`config.mk`:
```
export PLATFORM = sky130hd
export DESIGN_NAME = alu_writeback
export DESIGN_NICKNAME = d
export VERILOG_FILES = /design/src/rtl/alu_writeback.sv
export SDC_FILE = /design/constraint.sdc
export NUM_CORES = 1
export LEC_CHECK = 0
export CORE_UTILIZATION = 45
export CTS_CLUSTER_SIZE = 25
export DETAILED_ROUTE_END_ITERATION = 10
export PLACE_DENSITY = 0.78
export SETUP_SLACK_MARGIN = 0.4
export SLEW_MARGIN = 30
export SYNTH_ARGS = -nofsm -noshare
export SYNTH_HDL_FRONTEND = slang
export SYNTH_SLANG_ARGS = --single-unit
```
`constraint.sdc`:
```
create_clock -name clk -period 1.7 [get_ports clk]
set_input_delay 0.34 -clock clk [delete_from_list [all_inputs] [get_ports clk]]
set_output_delay 0.34 -clock clk [all_outputs]
set_load 0.1 [all_outputs]
```
`src/rtl/alu_writeback.sv`:
```
// ALU write-back stage: writes low result byte, then high byte for wide ops (mul/div).
// Optional macro WB_FLAGS_EN adds the z_flag / hi_flag registers.
module alu_writeback #(
  parameter int RF_AW = 5
) (
  input  logic             clk,
  input  logic             reset,
  input  logic             in_valid,
  output logic             in_ready,
  input  logic [5:0]       opcode,
  input  logic [RF_AW-1:0] rdst,
  input  logic [15:0]      result,
  output logic             rf_we,
  output logic [RF_AW-1:0] rf_waddr,
  output logic [7:0]       rf_wdata,
  output logic             busy,
  output logic             z_flag,
  output logic             hi_flag
);

  typedef enum logic [1:0] {IDLE = 2'd0, WR_LO = 2'd1, WR_HI = 2'd2} state_t;

  localparam logic [RF_AW-1:0] ADDR_ONE = {{(RF_AW-1){1'b0}}, 1'b1};

  function automatic logic is_writing(input logic [5:0] op);
    return (op == 6'd0) || ((op >= 6'd4) && (op <= 6'd15));
  endfunction

  function automatic logic is_wide(input logic [5:0] op);
    return (op == 6'd7) || (op == 6'd8);
  endfunction

  state_t           state_r;
  logic [5:0]       op_r;
  logic [RF_AW-1:0] rdst_r;
  logic [15:0]      res_r;
  logic             we_r;
  logic [RF_AW-1:0] waddr_r;
  logic [7:0]       wdata_r;
  logic             ready_r;
  logic             busy_r;
  logic             accept_s;
  logic             go_hi_s;

  // Handshake decode and the wide-op second-write condition
  always_comb begin
    accept_s = in_valid && ready_r;
    case (state_r)
      WR_LO:   go_hi_s = is_wide(op_r);
      default: go_hi_s = 1'b0;
    endcase
  end

  // Write-back FSM with registered handshake and register-file outputs
  always_ff @(posedge clk) begin
    if (reset) begin
      state_r <= IDLE;
      op_r    <= 6'd0;
      rdst_r  <= '0;
      res_r   <= 16'd0;
      we_r    <= 1'b0;
      waddr_r <= '0;
      wdata_r <= 8'd0;
      ready_r <= 1'b1;
      busy_r  <= 1'b0;
    end else if (go_hi_s) begin
      // ready_r is low here, so no accept can coincide with the high write
      state_r <= WR_HI;
      we_r    <= 1'b1;
      waddr_r <= rdst_r + ADDR_ONE;
      wdata_r <= res_r[15:8];
      ready_r <= 1'b1;
      busy_r  <= 1'b1;
    end else if (accept_s) begin
      state_r <= WR_LO;
      op_r    <= opcode;
      rdst_r  <= rdst;
      res_r   <= result;
      we_r    <= is_writing(opcode);
      waddr_r <= is_writing(opcode) ? rdst : '0;
      wdata_r <= is_writing(opcode) ? result[7:0] : 8'd0;
      ready_r <= !is_wide(opcode);
      busy_r  <= 1'b1;
    end else begin
      state_r <= IDLE;
      we_r    <= 1'b0;
      waddr_r <= '0;
      wdata_r <= 8'd0;
      ready_r <= 1'b1;
      busy_r  <= 1'b0;
    end
  end

  assign in_ready = ready_r;
  assign rf_we    = we_r;
  assign rf_waddr = waddr_r;
  assign rf_wdata = wdata_r;
  assign busy     = busy_r;

`ifdef WB_FLAGS_EN
  logic z_r;
  logic hi_r;

  // Flags track the byte written in the same cycle rf_we shows it
  always_ff @(posedge clk) begin
    if (reset) begin
      z_r  <= 1'b0;
      hi_r <= 1'b0;
    end else if (go_hi_s) begin
      hi_r <= (res_r[15:8] != 8'd0);
    end else if (accept_s && is_writing(opcode)) begin
      z_r  <= (result[7:0] == 8'd0);
    end else begin
      z_r  <= z_r;
      hi_r <= hi_r;
    end
  end

  assign z_flag  = z_r;
  assign hi_flag = hi_r;
`else
  assign z_flag  = 1'b0;
  assign hi_flag = 1'b0;
`endif

endmodule

```
==> impl.org <==
** Detailed routing
- Routed wirelength normalized by instance count :: 18.9 µm
- Via count :: 2,092
- The final layout contains routed wiring with a total length of 6310 µm.
- In this run the remaining antenna-violating nets after routing total 0.
- Number of vias per cell after detailed routing :: 6.26
- # DRC :: 0
- In this run, the number of DRC markers left after iteration 0 of detailed routing was 174.
- Total iterations of the first detailed-routing run :: 4

** Cells and area
- Final cell area excluding filler cells :: 3060 µm²
- Antenna diode count :: 0
- The library cell used most frequently in the layout, excluding fill and tap cells, is nand3_1.
- Total Nets Final :: 314
- The library cells used most frequently in the layout, excluding fill and tap cells, are nand3_1 (36), dfxtp_1 (32), clkdlybuf4s50_1 (26), buf_4 (22), inv_1 (20).
- From synthesis to final layout, the design area changed by 55.0%.
- Ratio of cells with drive above 1 in the final layout :: 30.3%

** Global routing
- Global routing finished with a remaining overflow of 0.
- Vias in the first global route :: 1,947
- Aggregate global-route resource usage :: 28.6%
- Entering global routing, the biggest net connects 18 pins.
- The number of antenna violations at the first check in global routing was 0.
- The first global-routing pass estimated 9740 µm of wire.

** Timing
- Worst clock skew :: 6.00 ps
- Final Hold Slack :: 490 ps
- Highest clock rate :: 0.655 GHz
- The final-report hold violation count was 0.
- Final TNS setup :: 0 ps
- Total count of max-transition violations in the final report :: 0
- Portion of the clock cycle consumed by the worst path in the final layout :: 89.9%
- Endpoints failing setup :: 0
- Setup repair after global routing could not meet its margin everywhere.
- Counting I/O delays and the setup requirement, the final critical path takes 1530 ps.

** Yosys
- Share of synthesized area spent on multiplexers :: 0%
- A synthesized cell averages 8.85 µm².
- Total number of yosys warnings :: 0
- Synth Instances :: 223
- Post-synthesis adder-cell area fraction :: 0.634%
- Of the total synthesized cell area, the portion taken by XOR and XNOR cells is 1.33%.
- Among all flip-flop cells after synthesis, the most frequent one is dfxtp_1.
- The synthesized netlist devotes 21.2% of its cell area to compound gates.
- The share of the Yosys chip area taken by registers is 37.5%.
- Counting flops with a built-in enable in the synthesized netlist gives 0.
- Combinational family with the most area after synthesis :: simple AND/OR/NAND/NOR gates
- The mapped netlist covers 1970 µm².
- Simple-gate share of the synthesized area :: 29.5%
- Of all flip-flops after synthesis, the portion carrying an async set or reset was 0%.
- The netlist uses 35 different library cells.
- Flip-flop and latch count after synthesis :: 37

** Die
- From left edge to right edge, the die measures 68.2 µm.
- Total I/O pin count :: 48
- Placeable core region :: 4120 µm²
- The die covers 4650 µm².
- Standard-cell rows :: 23
- In this run the vertical extent of the chip is 68.2 µm.
- Initial standard-cell utilization of the core :: 47.9%

** Power
- Switch share :: 29.4%
- Combinational cell fraction of total power :: 23.6%
- For this design the static power due to leakage is 1.25 nW.
- In this run the power density over the cells is 767 nW/µm².
- The worst-case IR drop observed on VDD is 0.000340 V.
- The share of total power dissipated in the clock network is 34.7%.
- In this run, flip-flops and latches consume 41.7% of the power.
- Cell internal power was estimated by the tool at 1.66 mW.
- Switching power :: 0.690 mW

** Setup path
- The worst setup path is launched from a flop.
- Endpoint type of the worst setup path :: flop
- By startpoint and endpoint, the worst setup path is classified as flop to flop.
- Data on the critical path arrives at its endpoint at 1710 ps.
- Along the worst path, the maximum fanout reaches 7.
- Worst endpoint required time :: 1880 ps

** Clock tree
- Clk sink count :: 37
- Clock Root Buffer :: clkbuf_8
- Counting the buffers created by CTS gives 5.
- Clock tree from TritonCTS :: done
- Clock transition at the registers of the reported paths :: 80 ps
- CTS Hold Bufs :: 0
- The later pin in the worst-skew pair is clocked with a latency of 300 ps.
- The H-tree was split into 2 levels.
- The clock passes through at most 2 buffers.

** Placed design
- Routability-driven placement finished with a final weighted congestion of 0.780.
- Standard cell area after detailed placement :: 2730 µm²
- HPWL after detailed placement :: 3670 µm
- Count of buffers from port buffering :: 45

** Worst hold path
- The min-delay analysis places its worst path in the category flop to flop.

** Run status
- The flow ran to the end, and the final reports show no timing, DRC or antenna violations.

** Flow run
- Max-cap viol count :: 0
-- layer usage --
metal	wire (µm)	track usage, %	vias up
met1	2640	37.3	993
met3	473	7.00	22
met5	0	0	-
met4	210	10.9	0
li1	-	-	967
met2	2980	44.9	110
-- registers in the layout (all words and copies together), names as in the netlist --
signal / flops
busy: 1
op_r: 6
rf_wdata: 8
state_r: 2
rf_waddr: 5
in_ready: 1
rdst_r: 5
res_r: 8
rf_we: 1
-- final cells by class --
cell class              count  area [µm²]
clock buffers               6        82.6
clock inverters             2        37.5
fillers                   276        1060
inverters                  20        75.1
multi-input cells         144        1190
flip-flops and latches     37         752
well taps                  50        62.6
repair buffers             75         861
-- cells in the mapped netlist (all sizes together) (2+ instances only) --
| master | number | area [µm²] |
|---|---|---|
| xor2 | 2 | 17.5 |
| nor4b | 3 | 32.5 |
| a32oi | 4 | 35.0 |
| nor2b | 13 | 81.3 |
| inv | 20 | 75.1 |
| nand4 | 4 | 25.0 |
| nand3 | 36 | 180 |
| and4b | 19 | 190 |
| a21oi | 2 | 21.3 |
| o32ai | 9 | 78.8 |
| nor3b | 2 | 15.0 |
| dfxtp | 37 | 741 |
| nor2 | 2 | 7.51 |
| o31ai | 4 | 30.0 |
| clkbuf | 10 | 37.5 |
| nand2 | 2 | 7.51 |
| buf | 13 | 77.6 |
| or4b | 2 | 20.0 |
| a22oi | 13 | 97.6 |
| a32o | 2 | 20.0 |
| o211ai | 15 | 113 |
-- through the flow --
stage | power [mW] | instances | setup slack [ps] | utilization [%]
floorplan | 1.29 | 224 | 197 | -
global placement | 1.46 | 314 | 1.83 | 66.3
detailed placement | 1.47 | 314 | -48.6 | 66.3
CTS | 2.31 | 333 | 241 | 73.3
global route | 2.42 | 334 | 122 | 74.3
finish | 2.35 | 334 | 172 | 74.3
-- repair_timing --
action	CTS	global route
gates resized for setup	26	7
setup buffers	8	1
gates cloned	3	0
pin swaps	10	3
setup endpoints to repair	38	37
-- power by group through the flow --
stage	logic [mW]	registers (mW)	clock network [mW]
after CTS	0.524	0.975	0.808
after floorplan	0.251	1.04	0
after global routing	0.587	0.986	0.844
after global placement	0.470	0.989	0
after detailed placement	0.479	0.992	0
final	0.554	0.979	0.814
-- cell families (layout without fill, tap and decap cells) --
kind of cell             Yosys count  after routing
AO/OA/AOI/OAI                     52             52
adder cells (fa/ha/maj)            1              1
XOR/XNOR                           3              3
other                              1              2
flip-flops                        37             37
AND/OR/NAND/NOR                   86             86
buffers and inverters             43            103
-- final timing paths --
kind | start | end | slack (ps) | depth (start not counted)
max reg2reg | state_r[1] | res_r[8] | 170 | 4
max | state_r[1] | res_r[8] | 170 | 4
min reg2reg | res_r[10] | rf_wdata[2] | 490 | 2
min | res_r[10] | rf_wdata[2] | 490 | 2
-- worst max-delay path: stages, from the launching register on --
cell and delay [ps]:
dfxtp_2 320, or4b_4 600, buf_6 180, a22oi_2 190
nand3_1 100
Note: power is estimated with default switching activity, not from simulation.
